`src/rtl/freq_pkg.sv`:
```
// Shared types, constants and saturation helper for the frequency scanner.
package freq_pkg;

  typedef enum logic [1:0] {
    IDLE    = 2'd0,
    SETTLE  = 2'd1,
    MEASURE = 2'd2,
    STORE   = 2'd3
  } state_e;

  // A two-quadrant phase step is ambiguous in direction, so it is counted as an error.
  localparam logic [1:0] PHASE_ERR = 2'b10;

  function automatic logic [15:0] sat16(input logic signed [31:0] v, input logic is_unsigned);
    logic [15:0] r;
    r = v[15:0];
    if (is_unsigned) begin
      if (v > 32'sd65535) begin
        r = 16'hFFFF;
      end else if (v < 32'sd0) begin
        r = 16'h0000;
      end else begin
        r = v[15:0];
      end
    end else begin
      if (v > 32'sd32767) begin
        r = 16'h7FFF;
      end else if (v < -32'sd32768) begin
        r = 16'h8000;
      end else begin
        r = v[15:0];
      end
    end
    return r;
  endfunction

endpackage

```
`src/rtl/freq_scan_if.sv`:
```
// Host readout port: one-cycle request, registered response.
interface freq_scan_if #(
  parameter int CW = 2
);
  logic          rd_req;
  logic [CW-1:0] rd_addr;
  logic          rd_valid;
  logic [15:0]   rd_freq;
  logic [15:0]   rd_errs;
  logic          rd_fresh;

  modport master (output rd_req, rd_addr, input rd_valid, rd_freq, rd_errs, rd_fresh);
  modport slave  (input rd_req, rd_addr, output rd_valid, rd_freq, rd_errs, rd_fresh);
endinterface

```
`src/rtl/freq_accum.sv`:
```
// Quarter-turn phase differencing datapath: accumulates signed steps over one
// window and counts ambiguous half-turn jumps separately.
module freq_accum
  import freq_pkg::*;
#(
  parameter int WIN_LEN = 17
) (
  input  logic        clk,
  input  logic        rst_n,
  input  logic [1:0]  phase,
  input  logic        clear,
  input  logic        enable,
  input  logic        load_old,
  output logic [15:0] freq16,
  output logic [15:0] errs16
);

  localparam int AW = WIN_LEN + 2;
  localparam int EW = WIN_LEN + 1;

  logic [1:0]           old_phase_r;
  logic signed [AW-1:0] acc_r;
  logic [EW-1:0]        err_r;
  logic [1:0]           diff_s;
  logic signed [AW-1:0] acc_half_s;

  assign diff_s     = phase - old_phase_r;
  assign acc_half_s = acc_r >>> 1;
  assign freq16     = sat16(32'(acc_half_s), 1'b0);
  assign errs16     = sat16(32'(err_r), 1'b1);

  // Previous-phase register and window accumulators.
  always_ff @(posedge clk or negedge rst_n) begin
    if (!rst_n) begin
      old_phase_r <= 2'b00;
      acc_r       <= '0;
      err_r       <= '0;
    end else begin
      if (load_old || enable) begin
        old_phase_r <= phase;
      end else begin
        old_phase_r <= old_phase_r;
      end
      if (clear) begin
        acc_r <= '0;
        err_r <= '0;
      end else if (enable && (diff_s == PHASE_ERR)) begin
        err_r <= err_r + EW'(1);
      end else if (enable) begin
        acc_r <= acc_r + AW'($signed(diff_s));
      end else begin
        acc_r <= acc_r;
        err_r <= err_r;
      end
    end
  end

endmodule

```
`src/rtl/freq_scan.sv`:
```
// Round-robin scanner sharing one quarter-turn frequency counter across NCH
// phase channels, with a per-channel result file and a registered readout port.
module freq_scan
  import freq_pkg::*;
#(
  parameter int NCH     = 4,
  parameter int WIN_LEN = 17,
  parameter int CW      = $clog2(NCH)
) (
  input  logic             clk,
  input  logic             rst_n,
  input  logic             strobe,
  input  logic [2*NCH-1:0] phase_bus,
  input  logic             run,
  input  logic [NCH-1:0]   chan_mask,
  output logic [CW-1:0]    cur_chan,
  output logic             scan_done,
  freq_scan_if.slave       rd
);

  state_e               state_r, state_nxt_s;
  logic [CW-1:0]        cur_chan_r, chan_nxt_s, low_chan_s, up_chan_s;
  logic                 up_found_s, any_en_s;
  logic [WIN_LEN-1:0]   win_cnt_r;
  logic                 win_last_s;
  logic [1:0]           phase_s;
  logic                 settle_en_s, meas_en_s, store_s, done_s;
  logic                 scan_done_r;
  logic [15:0]          acc_freq_s, acc_errs_s;
  logic [15:0]          freq_mem_r [NCH];
  logic [15:0]          errs_mem_r [NCH];
  logic [NCH-1:0]       fresh_r;
  logic [15:0]          rd_freq_s, rd_errs_s;
  logic                 rd_fresh_s;
  logic                 rd_valid_r, rd_fresh_r;
  logic [15:0]          rd_freq_r, rd_errs_r;

  assign any_en_s   = |chan_mask;
  assign win_last_s = &win_cnt_r;
  assign cur_chan   = cur_chan_r;
  assign scan_done  = scan_done_r;

  // Select the phase pair of the channel under measurement.
  always_comb begin
    phase_s = 2'b00;
    for (int k = 0; k < NCH; k++) begin
      if (cur_chan_r == CW'(k)) begin
        phase_s = phase_bus[2*k +: 2];
      end else begin
        phase_s = phase_s;
      end
    end
  end

  // Lowest enabled channel, and lowest enabled channel above the current one.
  always_comb begin
    low_chan_s = '0;
    up_chan_s  = '0;
    up_found_s = 1'b0;
    for (int k = NCH - 1; k >= 0; k--) begin
      if (chan_mask[k]) begin
        low_chan_s = CW'(k);
        if (k > int'(cur_chan_r)) begin
          up_chan_s  = CW'(k);
          up_found_s = 1'b1;
        end else begin
          up_found_s = up_found_s;
        end
      end else begin
        low_chan_s = low_chan_s;
      end
    end
  end

  // Scan FSM next-state and control decode; dropping run abandons any window.
  always_comb begin
    state_nxt_s = state_r;
    chan_nxt_s  = cur_chan_r;
    settle_en_s = 1'b0;
    meas_en_s   = 1'b0;
    store_s     = 1'b0;
    done_s      = 1'b0;
    if (!run) begin
      state_nxt_s = IDLE;
    end else begin
      case (state_r)
        IDLE: begin
          if (any_en_s) begin
            state_nxt_s = SETTLE;
            chan_nxt_s  = low_chan_s;
          end else begin
            state_nxt_s = IDLE;
          end
        end
        SETTLE: begin
          if (strobe) begin
            settle_en_s = 1'b1;
            state_nxt_s = MEASURE;
          end else begin
            state_nxt_s = SETTLE;
          end
        end
        MEASURE: begin
          if (strobe) begin
            meas_en_s = 1'b1;
            if (win_last_s) begin
              state_nxt_s = STORE;
            end else begin
              state_nxt_s = MEASURE;
            end
          end else begin
            state_nxt_s = MEASURE;
          end
        end
        STORE: begin
          store_s = 1'b1;
          if (!any_en_s) begin
            state_nxt_s = IDLE;
          end else begin
            state_nxt_s = SETTLE;
            chan_nxt_s  = up_found_s ? up_chan_s : low_chan_s;
            done_s      = !up_found_s;
          end
        end
        default: begin
          state_nxt_s = IDLE;
        end
      endcase
    end
  end

  // FSM state, current channel, window counter and pass-complete pulse.
  always_ff @(posedge clk or negedge rst_n) begin
    if (!rst_n) begin
      state_r     <= IDLE;
      cur_chan_r  <= '0;
      win_cnt_r   <= '0;
      scan_done_r <= 1'b0;
    end else begin
      state_r     <= state_nxt_s;
      cur_chan_r  <= chan_nxt_s;
      scan_done_r <= done_s;
      if (settle_en_s) begin
        win_cnt_r <= '0;
      end else if (meas_en_s) begin
        win_cnt_r <= win_cnt_r + WIN_LEN'(1);
      end else begin
        win_cnt_r <= win_cnt_r;
      end
    end
  end

  freq_accum #(.WIN_LEN(WIN_LEN)) u_accum (
    .clk      (clk),
    .rst_n    (rst_n),
    .phase    (phase_s),
    .clear    (settle_en_s),
    .enable   (meas_en_s),
    .load_old (settle_en_s),
    .freq16   (acc_freq_s),
    .errs16   (acc_errs_s)
  );

  // Result file; a store sets fresh and wins over a same-cycle read clear.
  always_ff @(posedge clk or negedge rst_n) begin
    if (!rst_n) begin
      for (int k = 0; k < NCH; k++) begin
        freq_mem_r[k] <= 16'h0000;
        errs_mem_r[k] <= 16'h0000;
      end
      fresh_r <= '0;
    end else begin
      for (int k = 0; k < NCH; k++) begin
        if (store_s && (cur_chan_r == CW'(k))) begin
          freq_mem_r[k] <= acc_freq_s;
          errs_mem_r[k] <= acc_errs_s;
          fresh_r[k]    <= 1'b1;
        end else if (rd.rd_req && (rd.rd_addr == CW'(k))) begin
          fresh_r[k] <= 1'b0;
        end else begin
          fresh_r[k] <= fresh_r[k];
        end
      end
    end
  end

  // Readout mux; addresses beyond NCH read as zero.
  always_comb begin
    rd_freq_s  = 16'h0000;
    rd_errs_s  = 16'h0000;
    rd_fresh_s = 1'b0;
    for (int k = 0; k < NCH; k++) begin
      if (rd.rd_addr == CW'(k)) begin
        rd_freq_s  = freq_mem_r[k];
        rd_errs_s  = errs_mem_r[k];
        rd_fresh_s = fresh_r[k];
      end else begin
        rd_fresh_s = rd_fresh_s;
      end
    end
  end

  // Registered readout response; data holds between requests.
  always_ff @(posedge clk or negedge rst_n) begin
    if (!rst_n) begin
      rd_valid_r <= 1'b0;
      rd_freq_r  <= 16'h0000;
      rd_errs_r  <= 16'h0000;
      rd_fresh_r <= 1'b0;
    end else begin
      rd_valid_r <= rd.rd_req;
      if (rd.rd_req) begin
        rd_freq_r  <= rd_freq_s;
        rd_errs_r  <= rd_errs_s;
        rd_fresh_r <= rd_fresh_s;
      end else begin
        rd_freq_r  <= rd_freq_r;
        rd_errs_r  <= rd_errs_r;
        rd_fresh_r <= rd_fresh_r;
      end
    end
  end

  assign rd.rd_valid = rd_valid_r;
  assign rd.rd_freq  = rd_freq_r;
  assign rd.rd_errs  = rd_errs_r;
  assign rd.rd_fresh = rd_fresh_r;

endmodule

```
`src/flat_wrapper.sv`:
```
// flat-port wrapper written by rule: the top's interface ports become plain ports
module freq_scan_flat import freq_pkg::*;
#(
  parameter int NCH     = 4,
  parameter int WIN_LEN = 17,
  parameter int CW      = $clog2(NCH)
)
  (clk, rst_n, strobe, phase_bus, run, chan_mask, cur_chan, scan_done, rd_rd_req, rd_rd_addr, rd_rd_valid, rd_rd_freq, rd_rd_errs, rd_rd_fresh);
  freq_scan_if #(.CW(CW)) rd_i ();
  input  logic clk;
  input  logic rst_n;
  input  logic strobe;
  input  logic [2*NCH-1:0] phase_bus;
  input  logic run;
  input  logic [NCH-1:0] chan_mask;
  output logic [CW-1:0] cur_chan;
  output logic scan_done;
  input wire logic [$bits(rd_i.rd_req)-1:0] rd_rd_req;
  input wire logic [$bits(rd_i.rd_addr)-1:0] rd_rd_addr;
  output wire logic [$bits(rd_i.rd_valid)-1:0] rd_rd_valid;
  output wire logic [$bits(rd_i.rd_freq)-1:0] rd_rd_freq;
  output wire logic [$bits(rd_i.rd_errs)-1:0] rd_rd_errs;
  output wire logic [$bits(rd_i.rd_fresh)-1:0] rd_rd_fresh;
  assign rd_i.rd_req = rd_rd_req;
  assign rd_i.rd_addr = rd_rd_addr;
  assign rd_rd_valid = rd_i.rd_valid;
  assign rd_rd_freq = rd_i.rd_freq;
  assign rd_rd_errs = rd_i.rd_errs;
  assign rd_rd_fresh = rd_i.rd_fresh;
  freq_scan #(.NCH(NCH), .WIN_LEN(WIN_LEN), .CW(CW)) u_core (.clk(clk), .rst_n(rst_n), .strobe(strobe), .phase_bus(phase_bus), .run(run), .chan_mask(chan_mask), .cur_chan(cur_chan), .scan_done(scan_done), .rd(rd_i));
endmodule
```
`config.mk`:
```
export PLATFORM = sky130hd
export DESIGN_NAME = freq_scan_flat
export DESIGN_NICKNAME = d
export VERILOG_FILES = /design/src/rtl/freq_pkg.sv /design/src/rtl/freq_scan_if.sv /design/src/rtl/freq_accum.sv /design/src/rtl/freq_scan.sv /design/src/flat_wrapper.sv
export SDC_FILE = /design/constraint.sdc
export NUM_CORES = 1
export LEC_CHECK = 0
export CAP_MARGIN = 20
export CORE_MARGIN = 2
export CORE_UTILIZATION = 62
export CTS_BUF_LIST = sky130_fd_sc_hd__clkbuf_8
export DETAILED_ROUTE_END_ITERATION = 8
export PLACE_DENSITY = 0.92
export SETUP_SLACK_MARGIN = 0.5
export SYNTH_ARGS = -nofsm -noshare
export SYNTH_HDL_FRONTEND = slang
export SYNTH_SLANG_ARGS = --single-unit
```
`constraint.sdc`:
```
create_clock -name clk -period 5.15 [get_ports clk]
set_input_delay 0.7725 -clock clk [delete_from_list [all_inputs] [get_ports clk]]
set_output_delay 0.7725 -clock clk [all_outputs]
set_load 0.01 [all_outputs]
```
==> results of run 1 <==
==> critical path, cell delays in order <==
cell and delay [ns]:
sky130_fd_sc_hd__clkdlybuf4s50_1 0.42, sky130_fd_sc_hd__mux4_2 0.45, sky130_fd_sc_hd__inv_1 0.09, sky130_fd_sc_hd__ha_1 0.15
sky130_fd_sc_hd__xor2_1 0.35, sky130_fd_sc_hd__xnor2_4 0.25, sky130_fd_sc_hd__clkinvlp_4 0.16, sky130_fd_sc_hd__buf_4 0.23
sky130_fd_sc_hd__ha_1 0.30, sky130_fd_sc_hd__a21o_1 0.16, sky130_fd_sc_hd__a21oi_1 0.22, sky130_fd_sc_hd__o21ai_0 0.21
sky130_fd_sc_hd__a311o_1 0.46, sky130_fd_sc_hd__a31oi_1 0.23, sky130_fd_sc_hd__xor2_1 0.16, sky130_fd_sc_hd__o21ai_0 0.09
==> logic make-up (layout without fill, tap and decap cells) <==
family / count (synthesis) / in the layout / share of synthesized area, %
AOI/OAI and AO/OA: 247 / 247 / 12.3
xor gates and xnor gates: 41 / 41 / 3.47
adders and majority gates: 29 / 29 / 3.40
buffers and inverters: 77 / 149 / 2.75
DFF: 227 / 227 / 52.2
muxes: 73 / 73 / 11.2
and+or+nand+nor: 372 / 372 / 14.7
==> state kept, by name, indices dropped and copies added (netlist names), 4 cells and up <==
register / flops
u_core.u_accum.err_r: 18
u_core.errs_mem_r: 64
u_core.rd.rd_errs: 16
u_core.fresh_r: 4
u_core.freq_mem_r: 64
u_core.rd.rd_freq: 16
u_core.u_accum.acc_r: 19
u_core.win_cnt_r: 17
==> synth_stat cells (2+ instances only) <==
cell type	count
sky130_fd_sc_hd__o211ai_1	3
sky130_fd_sc_hd__nor3_1	4
sky130_fd_sc_hd__or2_2	2
sky130_fd_sc_hd__mux2_2	38
sky130_fd_sc_hd__nor4_1	3
sky130_fd_sc_hd__xnor2_1	15
sky130_fd_sc_hd__o2111ai_1	2
sky130_fd_sc_hd__xor2_1	25
sky130_fd_sc_hd__inv_1	14
sky130_fd_sc_hd__a21o_1	9
sky130_fd_sc_hd__nand3_1	20
sky130_fd_sc_hd__nor2_1	88
sky130_fd_sc_hd__clkbuf_1	54
sky130_fd_sc_hd__o21ai_0	164
sky130_fd_sc_hd__buf_1	6
sky130_fd_sc_hd__and2_1	2
sky130_fd_sc_hd__nor2b_1	4
sky130_fd_sc_hd__buf_2	2
sky130_fd_sc_hd__and3_1	14
sky130_fd_sc_hd__a21oi_1	45
sky130_fd_sc_hd__or3_1	5
sky130_fd_sc_hd__a21boi_0	2
sky130_fd_sc_hd__or4_1	2
sky130_fd_sc_hd__nand2b_1	3
sky130_fd_sc_hd__a31oi_1	6
sky130_fd_sc_hd__nand4_1	8
sky130_fd_sc_hd__a32o_1	2
sky130_fd_sc_hd__mux4_2	35
sky130_fd_sc_hd__dfrtp_1	227
sky130_fd_sc_hd__o21bai_1	2
sky130_fd_sc_hd__nand2_1	210
sky130_fd_sc_hd__o21a_1	2
sky130_fd_sc_hd__ha_1	28
==> final cells by class <==
type / instances / share of cell area (%)
clock inverter: 19 / 1.12
tap: 225 / 2.28
timing repair buffer: 72 / 5.64
inverter: 14 / 0.455
multi-input combinational: 762 / 39.7
sequential: 227 / 45.9
clock buffer: 44 / 4.90
==> how the worst max path moves through the flow <==
stage                                                 to          from  depth (start not counted)
finish              u_core.u_accum.acc_r[15]$_DFFE_PN0P_  phase_bus[2]                         16
global route        u_core.u_accum.acc_r[15]$_DFFE_PN0P_  phase_bus[2]                         16
floorplan           u_core.u_accum.acc_r[18]$_DFFE_PN0P_  phase_bus[6]                         14
global placement    u_core.u_accum.acc_r[18]$_DFFE_PN0P_  phase_bus[2]                         14
CTS                 u_core.u_accum.acc_r[13]$_DFFE_PN0P_  phase_bus[2]                         15
detailed placement  u_core.u_accum.acc_r[13]$_DFFE_PN0P_  phase_bus[2]                         15
==> routing by layer <==
layer | part of all wire, % | global-route usage (%)
met1 | 41 | 36.5
met2 | 50 | 45.4
met3 | 6.5 | 5.07
met4 | 2.7 | 10.7
met5 | 0.033 | 0
==> through the flow <==
stage          setup slack [ns]  hold WS (ns)  instances
3_5_place_dp              0.203         0.466       1296
5_1_grt                   0.593         0.428       1363
4_1_cts                   0.756         0.404       1359
2_1_floorplan              1.07         0.441       1066
6_report                  0.826         0.337       1363
3_3_place_gp              0.380         0.456       1296
==> power by group through the flow <==
| stage | Sequential, mW | Clock, mW | Combinational, mW |
|---|---|---|---|
| floorplan | 2.10 | 0 | 1.41 |
| global placement | 2.17 | 0 | 1.72 |
| detailed placement | 2.19 | 0 | 1.80 |
| CTS | 2.16 | 1.61 | 1.83 |
| global route | 2.17 | 1.68 | 2.17 |
| finish | 2.15 | 1.59 | 1.95 |
==> what timing repair did <==
| item | CTS | global route |
|---|---|---|
| hold buffers | 0 | 0 |
| setup buffers | 0 | 3 |
| endpoints found under the setup margin | 0 | 4 |
| gates resized for setup | 0 | 1 |
==> Flow_metrics.wiki, run 1 <==
{| class="wikitable"
! Metric !! Value
|-
| Final Critical Period || around 4.3 ns
|-
| Cell at the root of the clock tree || sky130_fd_sc_hd__clkbuf_8
|-
| Horizontal die dimension || 136 um
|-
| Sort of element at the start of the critical path || input port
|-
| Core outline area || 0.0172 mm2
|-
| Antenna cell count || 0
|-
| Die height || 136 um
|-
| Clock tree from TritonCTS || built
|-
| Largest net degree at the start of global routing || around 140
|-
| Number of core rows || 48
|-
| Antenna violations before repair || 1
|-
| Slew Viols, Final || 0
|-
| Ys async rst share || 100%
|-
| Reg2reg end || u_core.u_accum.acc_r[15]$_DFFE_PN0P_
|-
| Number of port buffers || 55
|-
| Global placement routability congestion || 0.894
|-
| Area added between synthesis and finish || 13.7%
|-
| Register-to-register setup slack || ~1.1 ns
|-
| Total cell area at the placement stage || approximately 0.012 mm2
|-
| Max_slew headroom || 31.3%
|-
| IR Drop Worst-Case VDD || 277 uV
|-
| Syn_nets || roughly 1100
|-
| Timing-limited maximum frequency || between 200 and 250 MHz
|-
| Fraction of the yosys area taken by sequential cells || 52.2%
|-
| Largest clock skew in the final design || approximately 0.017 ns
|-
| Drt wl/cell || approximately 18 um
|-
| PwrDens || 459 mW/mm2
|-
| First drt pass iteration count || 5
|-
| Post-synthesis sequential element count || 227
|-
| Number of enable-type register cells in the synthesized netlist || 0
|-
| Number of instances in the synthesized netlist || 1066
|-
| Slew @ Worst Pin || a little over 1 ns
|-
| Maximum clock path buffer count || 3
|-
| Worst path arrival time || ~4.7 ns
|-
| Max Cap Viol || 0
|-
| Clock sink count || between 200 and 250
|-
| Cell variety after synth || 53
|-
| Overall power consumption || 5.68 mW
|-
| Startpoint of the lowest-slack register-to-register path || u_core.cur_chan[0]$_DFFE_PN0P_
|-
| P_sw || 2.05 mW
|-
| RSZ-0062 raised after global routing || false
|-
| Total half-perimeter wirelength after legalization and detailed placement || 14900 um
|-
| Switch share || around 36%
|-
| Clk pin slew, worst setup/hold paths || approximately 0.06 ns
|-
| Highest net fanout along the worst path || 18
|-
| Commonest cells after routing, fill and taps aside || sky130_fd_sc_hd__dfrtp_1 (227), sky130_fd_sc_hd__nand2_1 (210), sky130_fd_sc_hd__o21ai_0 (164)
|-
| 1st-iter DRT viols || approximately 740
|-
| Part of the power in combinational logic || between 30% and 40%
|-
| Remaining antenna violation count after routing || 0
|-
| Total non-filler cell area in the finished layout || around 0.012 mm2
|-
| Post-route clock period utilization || a little over four fifths
|-
| Mapped cell area || 0.0109 mm2
|-
| Total Die Area || around 0.019 mm2
|-
| Post-detailed-route via-to-cell ratio || 6.14
|-
| Number of top-level pins || 56
|-
| Ys flop type || sky130_fd_sc_hd__dfrtp_1
|-
| Cell depth of the worst flop-to-flop path || 15
|-
| Worst-Skew Late Latency || 0.53 ns
|-
| Leakage power summed over all cells || approximately 5.6 nW
|-
| Cell type with the largest total area after synthesis || sky130_fd_sc_hd__dfrtp_1
|-
| Initial Util || between 60% and 70%
|-
| Vias in the first global route || 8393
|-
| Post-synth top area share || between 50% and 60%
|-
| Multi-input gate area in the final layout || 0.00491 mm2
|-
| Total of endpoints with negative setup slack in the final report || 0
|-
| Total routed wirelength || approximately 25000 um
|-
| Required time of the critical path || between 5 and 6 ns
|-
| Core occupancy in the finished layout || 71.8%
|-
| Overall routing resource usage || roughly 28%
|-
| Summed negative setup slack over all endpoints || 0 ns
|-
| Cells taking the most area after synthesis || sky130_fd_sc_hd__dfrtp_1 (52%), sky130_fd_sc_hd__o21ai_0 (7.5%), sky130_fd_sc_hd__mux4_2 (7.2%), sky130_fd_sc_hd__nand2_1 (7.2%), sky130_fd_sc_hd__mux2_2 (3.9%)
|-
| HP Class || in2async
|-
| Cell internal pwr || around 3.6 mW
|-
| Proportion of layout cells with a drive suffix above 1 || a little over an eighth
|-
| Routed vias || approximately 8400
|-
| Most common cell after layout, fill and taps aside || sky130_fd_sc_hd__dfrtp_1
|-
| Number of failing hold endpoints at the final stage || 0
|-
| Layout filler cell count || roughly 1100
|-
| Remaining routing DRC violations || 0
|-
| Count of yosys warnings during synthesis || 0
|-
| Global route total overflow || 0
|-
| Seq pwr share || ~38%
|-
| Number of buffers inserted during clock tree synthesis || 37
|-
| Clock network fraction of total power || between 20% and 30%
|-
| Final net count || 1162
|-
| Register area || ~0.0057 mm2
|-
| Htree depth || 2
|-
| Element type at the critical path end || flop
|-
| Result of the run || completed
|-
| Wire length of the first global-routing pass || ~41000 um
|-
| Class of the most critical setup path || in2reg
|-
| Post-synthesis area per instance || just over 10 um2
|}
Power figures use the tool's default switching activity.
==> inputs of run 2 (changes only) <==
Clock period 5.15 ns to 4.04 ns, I/O delays scaled along.
==> run 2 against run 1 <==
Count of clock-buffer cells in the layout grew 5. Total power up 52%. First-iteration DRC count is 52% higher. Utilization increased by 3.5 points. Sequential share of layout area is 2.2 points lower. Setup slack got worse by 0.37 ns. Non-clock buffer count increased by 36. Final cell count rose by 2.7%. Critical path depth shrank 1. Sequential power rose by 29%. Routed wire length increased by 17%. Die area did not move. Critical path type is now reg2reg. Critical endpoint is now u_core.u_accum.acc_r[18]$_DFFE_PN0P_. Highest routed layer is now met4.
==> Flow_metrics.wiki, run 2 (synthesis gave the netlist of run 1 again) <==
{| class="wikitable"
! Metric !! Value
|-
| Result of the run || completed (unchanged)
|-
| Number of top-level pins || 56 (unchanged)
|-
| Setup WS post-layout || 0.453 ns (was 0.826 ns)
|-
| Overall routing resource usage || 28.8% (was 27.5%)
|-
| Clock sink count || 227 (unchanged)
|-
| Global route total overflow || 0 (unchanged)
|-
| Cell at the root of the clock tree || sky130_fd_sc_hd__clkbuf_8 (unchanged)
|-
| Proportion of layout cells with a drive suffix above 1 || 19.0% (was 13.5%)
|-
| Vias in the first global route || 8760 (was 8393)
|-
| Slew Viols, Final || 0 (unchanged)
|-
| Clock tree from TritonCTS || built (unchanged)
|-
| Most common cell after layout, fill and taps aside || sky130_fd_sc_hd__dfrtp_1 (unchanged)
|-
| Worst setup slack before clock tree synthesis || -0.230 ns (was 0.203 ns)
|-
| Antenna violations before repair || 0 (was 1)
|-
| Area added between synthesis and finish || 19.3% (was 13.7%)
|-
| Worst-Skew Late Latency || 0.54 ns (was 0.53 ns)
|-
| Number of buffers inserted during clock tree synthesis || 37 (unchanged)
|-
| Total non-filler cell area in the finished layout || 0.0130 mm2 (was 0.0124 mm2)
|-
| Initial Util || 63.1% (unchanged)
|-
| Cell depth of the worst flop-to-flop path || 15 (unchanged)
|-
| Final Critical Period || approximately 3.6 ns
|-
| Cell-by-cell listing of the critical path || mux4_2 -> inv_2 -> ha_4 -> xor2_4 -> xnor2_4 -> clkinvlp_4 -> buf_12 -> ha_1 -> a21oi_1 -> a21oi_1 -> buf_4 -> o2111ai_2 -> and3_1 -> or4_1 -> nand3_1 (was clkdlybuf4s50_1 -> mux4_2 -> inv_1 -> ha_1 -> xor2_1 -> xnor2_4 -> clkinvlp_4 -> buf_4 -> ha_1 -> a21o_1 -> a21oi_1 -> o21ai_0 -> a311o_1 -> a31oi_1 -> xor2_1 -> o21ai_0)
|-
| Number of failing hold endpoints at the final stage || 0 (unchanged)
|-
| Remaining antenna violation count after routing || 0 (unchanged)
|-
| Timing-limited maximum frequency || between 200 and 300 MHz
|-
| Number of core rows || 48 (unchanged)
|-
| Startpoint of the lowest-slack register-to-register path || u_core.cur_chan[0]$_DFFE_PN0P_ (unchanged)
|-
| Horizontal die dimension || 136 um (unchanged)
|-
| RSZ-0062 raised after global routing || true (was false)
|-
| Critical Path Slowest Stage Cell || sky130_fd_sc_hd__mux4_2 (was sky130_fd_sc_hd__a311o_1)
|-
| Remaining routing DRC violations || 0 (unchanged)
|-
| Total cell area at the placement stage || 0.0119 mm2 (was 0.0116 mm2)
|-
| Hold bufs inserted after CTS || 0 (unchanged)
|-
| Kind of cell with the highest combined delay on the critical path || simple AND/OR/NAND/NOR gates (was compound AO/OA/AOI/OAI gates)
|-
| IR Drop Worst-Case VDD || 477 uV (was 277 uV)
|-
| Sort of element at the start of the critical path || flop (was input port)
|-
| Highest net fanout along the worst path || 8 (was 18)
|-
| Cell repeated most along the worst path || sky130_fd_sc_hd__a21oi_1
|-
| Core outline area || 0.0172 mm2 (unchanged)
|-
| Max_slew headroom || 26.6% (was 31.3%)
|-
| Largest registers || u_core.errs_mem_r x64, u_core.freq_mem_r x64, u_core.u_accum.acc_r x19 (unchanged)
|-
| Commonest cells after routing, fill and taps aside || sky130_fd_sc_hd__dfrtp_1 (227), sky130_fd_sc_hd__nand2_1 (210), sky130_fd_sc_hd__o21ai_0 (156) (was sky130_fd_sc_hd__dfrtp_1 (227), sky130_fd_sc_hd__nand2_1 (210), sky130_fd_sc_hd__o21ai_0 (164))
|-
| Leakage power summed over all cells || 5.92 nW (was 5.65 nW)
|-
| Total of endpoints with negative setup slack in the final report || 0 (unchanged)
|-
| Slew @ Worst Pin || 1.10 ns (was 1.03 ns)
|-
| Element type at the critical path end || flop (unchanged)
|-
| Post-route clock period utilization || around nine tenths
|-
| Maximum single-stage delay on the critical path || 0.52 ns (was 0.46 ns)
|-
| HP Class || in2async (unchanged)
|-
| Total Die Area || 0.0186 mm2 (unchanged)
|-
| Placed insts || 1330 (was 1296)
|-
| Class of the most critical setup path || reg2reg (was in2reg)
|-
| Final net count || 1198 (was 1162)
|-
| Clk pin slew, worst setup/hold paths || 0.07 ns (was 0.06 ns)
|-
| Reg2reg end || u_core.u_accum.acc_r[18]$_DFFE_PN0P_ (was u_core.u_accum.acc_r[15]$_DFFE_PN0P_)
|-
| Die height || 136 um (unchanged)
|-
| Total routed wirelength || 28900 um (was 24600 um)
|-
| Max Cap Viol || 0 (unchanged)
|-
| Routed vias || 9134 (was 8375)
|-
| CP bufs+invs || 4 (unchanged)
|-
| Maximum clock path buffer count || 3 (unchanged)
|-
| Wire length of the first global-routing pass || 42400 um (was 40900 um)
|-
| Number of port buffers || 55 (unchanged)
|-
| Htree depth || 2 (unchanged)
|-
| Largest clock skew in the final design || 0.0216 ns (was 0.0168 ns)
|-
| First drt pass iteration count || 5 (unchanged)
|-
| Total half-perimeter wirelength after legalization and detailed placement || 15300 um (was 14900 um)
|-
| Post-detailed-route via-to-cell ratio || 6.52 (was 6.14)
|-
| 1st-iter DRT viols || 1119 (was 738)
|-
| PwrDens || 664 mW/mm2 (was 459 mW/mm2)
|-
| Antenna cell count || 0 (unchanged)
|-
| Global placement routability congestion || 0.881 (was 0.894)
|-
| Drt wl/cell || 20.6 um (was 18.0 um)
|-
| Register-to-register setup slack || 0.45 ns (was 1.06 ns)
|-
| Largest net degree at the start of global routing || 122 (was 136)
|-
| Required time of the critical path || 4.50 ns (was 5.55 ns)
|-
| Cell Count, Final, Fillers Out || 1400 (was 1363)
|-
| Worst path arrival time || 4.05 ns (was 4.72 ns)
|}
## run 2: changes by cell type in the layout (fill, tap and decap cells not counted), moves of 5 or more
cell and delta:
sky130_fd_sc_hd__ha_1 -9, sky130_fd_sc_hd__clkbuf_8 +5, sky130_fd_sc_hd__ha_4 +7, sky130_fd_sc_hd__o21ai_1 +6, sky130_fd_sc_hd__buf_4 +32, sky130_fd_sc_hd__a21oi_2 +11
sky130_fd_sc_hd__a21oi_1 -11, sky130_fd_sc_hd__o21ai_0 -8
## run 2: how the worst max path moves through the flow
| stage | depth (start not counted) | slack [ns] | end | start |
|---|---|---|---|---|
| finish | 15 | 0.45 | u_core.u_accum.acc_r[18]$_DFFE_PN0P_ | u_core.cur_chan[0]$_DFFE_PN0P_ |
| global route | 14 | 0.33 | u_core.u_accum.acc_r[18]$_DFFE_PN0P_ | u_core.cur_chan[0]$_DFFE_PN0P_ |
| CTS | 16 | 0.50 | u_core.u_accum.acc_r[11]$_DFFE_PN0P_ | phase_bus[0] |
| detailed placement | 16 | -0.23 | u_core.u_accum.acc_r[11]$_DFFE_PN0P_ | phase_bus[0] |
| global placement | 16 | -0.07 | u_core.u_accum.acc_r[13]$_DFFE_PN0P_ | phase_bus[6] |
| floorplan | 14 | 0.15 | u_core.u_accum.acc_r[18]$_DFFE_PN0P_ | phase_bus[6] |
## run 2: repair_timing
action                     CTS  global route
setup buffers                0             4
pin swaps                    4            21
setup endpoints to repair    6            11
cloned                       0             1
resized for setup           12            35
## run 2: power breakdown
group	leakage, nW	internal, mW	switching [mW]
Clock	0.446	1.21	0.922
Combinational	2.32	1.71	2.01
Sequential	3.15	2.50	0.270
## run 2: layout make-up
type	instances	area, um2
clock buffers	49	674
clock inverters	15	116
fillers	980	4260
inverters	14	56.3
multi-input cells	762	5150
flip-flops and latches	227	5680
well taps	225	282
repair buffers	108	1020
## run 2: layer usage
layer  wire length (um)  track usage (%)  up-vias
li1                   -                -     3881
met1              10800             37.2     4477
met2              14400             47.7      640
met3               2460             5.59      136
met4               1240             12.7        0
met5                  0                0        -
## run 2: worst register-to-register path, cell delays in order (launching register included)
cell and delay [ns]:
sky130_fd_sc_hd__dfrtp_1 0.38, sky130_fd_sc_hd__mux4_2 0.52, sky130_fd_sc_hd__inv_2 0.09, sky130_fd_sc_hd__ha_4 0.15, sky130_fd_sc_hd__xor2_4 0.19, sky130_fd_sc_hd__xnor2_4 0.15
sky130_fd_sc_hd__clkinvlp_4 0.16, sky130_fd_sc_hd__buf_12 0.17, sky130_fd_sc_hd__ha_1 0.34, sky130_fd_sc_hd__a21oi_1 0.08, sky130_fd_sc_hd__a21oi_1 0.31, sky130_fd_sc_hd__buf_4 0.18
sky130_fd_sc_hd__o2111ai_2 0.14, sky130_fd_sc_hd__and3_1 0.18, sky130_fd_sc_hd__or4_1 0.40, sky130_fd_sc_hd__nand3_1 0.08
## run 2: through the flow
stage / utilization (%) / hold slack [ns] / TNS, ns / total power, mW
3_3_place_gp: 69.0 / 0.456 / -0.284 / 5.54
6_report: 75.3 / 0.145 / 0 / 8.62
3_5_place_dp: 69.0 / 0.467 / -0.995 / 5.67
4_1_cts: 74.0 / 0.200 / 0 / 7.92
5_1_grt: 75.3 / 0.251 / 0 / 8.99
2_1_floorplan: - / 0.310 / 0 / 4.53
==> inputs of run 3 (changes only) <==
Settings changed: PLACE_DENSITY 0.92 to 0.93.
==> run 3 against run 2 <==
Critical path depth rose by 2. Clock skew rose by 0.0030 ns. Routed wire length fell by 4.0%. Critical path type unchanged.
==> Flow_metrics.wiki, run 3 (synthesis gave the netlist of run 1 again) <==
{| class="wikitable"
! Metric !! Value
|-
| Register area || 0.00568 mm2 (unchanged)
|-
| Slew @ Worst Pin || 1.01 ns (was 1.10 ns)
|-
| Final Critical Period || 3.86 ns (was 3.59 ns)
|-
| Routed vias || 8935 (was 9134)
|-
| Total non-filler cell area in the finished layout || 0.0129 mm2 (was 0.0130 mm2)
|-
| Kind of cell with the highest combined delay on the critical path || compound AO/OA/AOI/OAI gates (was simple AND/OR/NAND/NOR gates)
|-
| Core outline area || 0.0172 mm2 (unchanged)
|-
| Met1 Track Usage GR || 38.0% (was 37.2%)
|-
| Maximum clock path buffer count || 3 (unchanged)
|-
| Total Die Area || 0.0186 mm2 (unchanged)
|-
| Number of top-level pins || 56 (unchanged)
|-
| Cell at the root of the clock tree || sky130_fd_sc_hd__clkbuf_8 (unchanged)
|-
| Multi-input gate area in the final layout || 0.00512 mm2 (was 0.00515 mm2)
|-
| Highest net fanout along the worst path || 4 (was 8)
|-
| Max Cap Viol || 0 (unchanged)
|-
| PwrDens || 644 mW/mm2 (was 664 mW/mm2)
|-
| Antenna violations before repair || 0 (unchanged)
|-
| IR Drop Worst-Case VDD || 446 uV (was 477 uV)
|-
| Number of core rows || 48 (unchanged)
|-
| Htree depth || 2 (unchanged)
|-
| Post-route clock period utilization || 95.6% (was 88.8%)
|-
| Final net count || 1199 (was 1198)
|-
| Global-route track usage on met2 || 47.5% (was 47.7%)
|-
| Vias in the first global route || 8842 (was 8760)
|-
| Die height || 136 um (unchanged)
|-
| Clock tree from TritonCTS || built (unchanged)
|-
| Result of the run || completed (unchanged)
|-
| Worst-Skew Late Latency || 0.55 ns (was 0.54 ns)
|-
| Remaining antenna violation count after routing || 0 (unchanged)
|-
| Clk pin slew, worst setup/hold paths || 0.08 ns (was 0.07 ns)
|-
| Cell-by-cell listing of the critical path || mux4_2 -> inv_2 -> ha_4 -> xor2_4 -> xnor2_4 -> clkinvlp_4 -> buf_2 -> ha_1 -> a21o_1 -> a21oi_2 -> a21oi_2 -> buf_4 -> buf_6 -> o211ai_1 -> nand2_1 -> xnor2_1 -> o21ai_0 (was mux4_2 -> inv_2 -> ha_4 -> xor2_4 -> xnor2_4 -> clkinvlp_4 -> buf_12 -> ha_1 -> a21oi_1 -> a21oi_1 -> buf_4 -> o2111ai_2 -> and3_1 -> or4_1 -> nand3_1)
|-
| Met3 usage || 5.74% (was 5.59%)
|-
| Element type at the critical path end || flop (unchanged)
|-
| Class of the most critical setup path || reg2reg (unchanged)
|-
| Core occupancy in the finished layout || 74.8% (was 75.3%)
|-
| Commonest cells after routing, fill and taps aside || sky130_fd_sc_hd__dfrtp_1 (227), sky130_fd_sc_hd__nand2_1 (210), sky130_fd_sc_hd__o21ai_0 (156) (unchanged)
|-
| Sort of element at the start of the critical path || flop (unchanged)
|-
| Drt wl/cell || 19.8 um (was 20.6 um)
|-
| Largest net degree at the start of global routing || 131 (was 122)
|-
| Most crowded layer after global routing || met2 (unchanged)
|-
| Slew Viols, Final || 0 (unchanged)
|-
| Maximum single-stage delay on the critical path || 0.52 ns (about the same)
|-
| Overall power consumption || 8.31 mW (was 8.62 mW)
|-
| Number of port buffers || 55 (unchanged)
|-
| Cell repeated most along the worst path || sky130_fd_sc_hd__a21oi_2 (was sky130_fd_sc_hd__a21oi_1)
|-
| Leakage power summed over all cells || 5.90 nW (was 5.92 nW)
|-
| Largest clock skew in the final design || 0.0246 ns (was 0.0216 ns)
|-
| Total half-perimeter wirelength after legalization and detailed placement || 15500 um (was 15300 um)
|-
| Antenna cell count || 0 (unchanged)
|-
| Area added between synthesis and finish || 18.5% (was 19.3%)
|-
| Max_slew headroom || 32.7% (was 26.6%)
|-
| HP Class || in2async (unchanged)
|-
| Total of endpoints with negative setup slack in the final report || 0 (unchanged)
|-
| Global placement routability congestion || 0.920 (was 0.881)
|-
| Layout filler cell count || 1014 (was 980)
|-
| Critical Path Slowest Stage Cell || sky130_fd_sc_hd__mux4_2 (unchanged)
|-
| Hold Worst Slack || 0.181 ns (was 0.145 ns)
|-
| Overall routing resource usage || 29.0% (was 28.8%)
|-
| Wire length of the first global-routing pass || 42800 um (was 42400 um)
|-
| Global route total overflow || 0 (unchanged)
|-
| 1st-iter DRT viols || 1027 (was 1119)
|-
| Clock sink count || 227 (unchanged)
|-
| RSZ-0062 raised after global routing || true (unchanged)
|-
| Register-to-register setup slack || 0.18 ns (was 0.45 ns)
|-
| Proportion of layout cells with a drive suffix above 1 || 18.9% (was 19.0%)
|-
| Number of failing hold endpoints at the final stage || 0 (unchanged)
|-
| Total routed wirelength || 27700 um (was 28900 um)
|-
| Required time of the critical path || 4.45 ns (was 4.50 ns)
|-
| First drt pass iteration count || 6 (was 5)
|-
| Remaining routing DRC violations || 0 (unchanged)
|-
| Number of buffers inserted during clock tree synthesis || 37 (unchanged)
|-
| Initial Util || 63.1% (unchanged)
|-
| Total cell area at the placement stage || 0.0119 mm2 (about the same)
|-
| CP bufs+invs || 5 (was 4)
|-
| Post-detailed-route via-to-cell ratio || 6.38 (was 6.52)
|-
| Largest registers || u_core.errs_mem_r x64, u_core.freq_mem_r x64, u_core.u_accum.acc_r x19 (unchanged)
|-
| Worst path arrival time || 4.27 ns (was 4.05 ns)
|-
| Timing-limited maximum frequency || 259 MHz (was 279 MHz)
|-
| Horizontal die dimension || 136 um (unchanged)
|-
| Most common cell after layout, fill and taps aside || sky130_fd_sc_hd__dfrtp_1 (unchanged)
|}
## run 3: final timing paths
check | from | cells past startpoint | to
worst max-delay path | u_core.cur_chan[0]$_DFFE_PN0P_ | 17 | u_core.u_accum.acc_r[12]$_DFFE_PN0P_
worst min-delay path | rst_n | 1 | u_core.scan_done$_DFF_PN0_
worst max register to register | u_core.cur_chan[0]$_DFFE_PN0P_ | 17 | u_core.u_accum.acc_r[12]$_DFFE_PN0P_
worst min register to register | u_core.errs_mem_r[4]$_DFFE_PN0P_ | 2 | u_core.errs_mem_r[4]$_DFFE_PN0P_
max in group asynchronous | rst_n | 2 | u_core.errs_mem_r[26]$_DFFE_PN0P_
min in group clk | u_core.errs_mem_r[4]$_DFFE_PN0P_ | 2 | u_core.errs_mem_r[4]$_DFFE_PN0P_
## run 3: cell type report
cell class                      count  area share, %
Multi-Input combinational cell    762           39.7
Tap cell                          225           2.18
Clock inverter                     17          0.825
Sequential cell                   227           44.1
Inverter                           14          0.437
Timing Repair Buffer              109           7.88
Clock buffer                       46           4.91
## run 3: what timing repair did
item | CTS | global route
buffers inserted | 2 | 9
resized for setup | 8 | 40
endpoints found under the setup margin | 5 | 11
pin swaps | 7 | 17
gates cloned | 0 | 1
hold buffers | 0 | 0
## run 3: routing by layer
metal / vias to the layer above / routed length [um]
met2: 547 / 13900
met5: - / 0
met3: 134 / 2180
li1: 3863 / -
met4: 0 / 1250
met1: 4391 / 10400
## run 3: stage by stage
stage	cells	setup TNS [ns]	worst slack (ns)
final	1400	0	0.178
after detailed placement	1324	-0.360	-0.113
after floorplan	1066	0	0.145
after global routing	1400	0	0.0503
after global placement	1324	-0.0423	-0.0275
after CTS	1389	0	0.495
## run 3: power by group
| part | switching, mW | total (mW) | internal (mW) | leakage [nW] |
|---|---|---|---|---|
| Sequential | 0.259 | 2.76 | 2.50 | 3.15 |
| Combinational | 1.98 | 3.55 | 1.57 | 2.33 |
| Clock | 0.914 | 2.00 | 1.09 | 0.413 |
| Total | 3.15 | 8.31 | 5.15 | 5.90 |
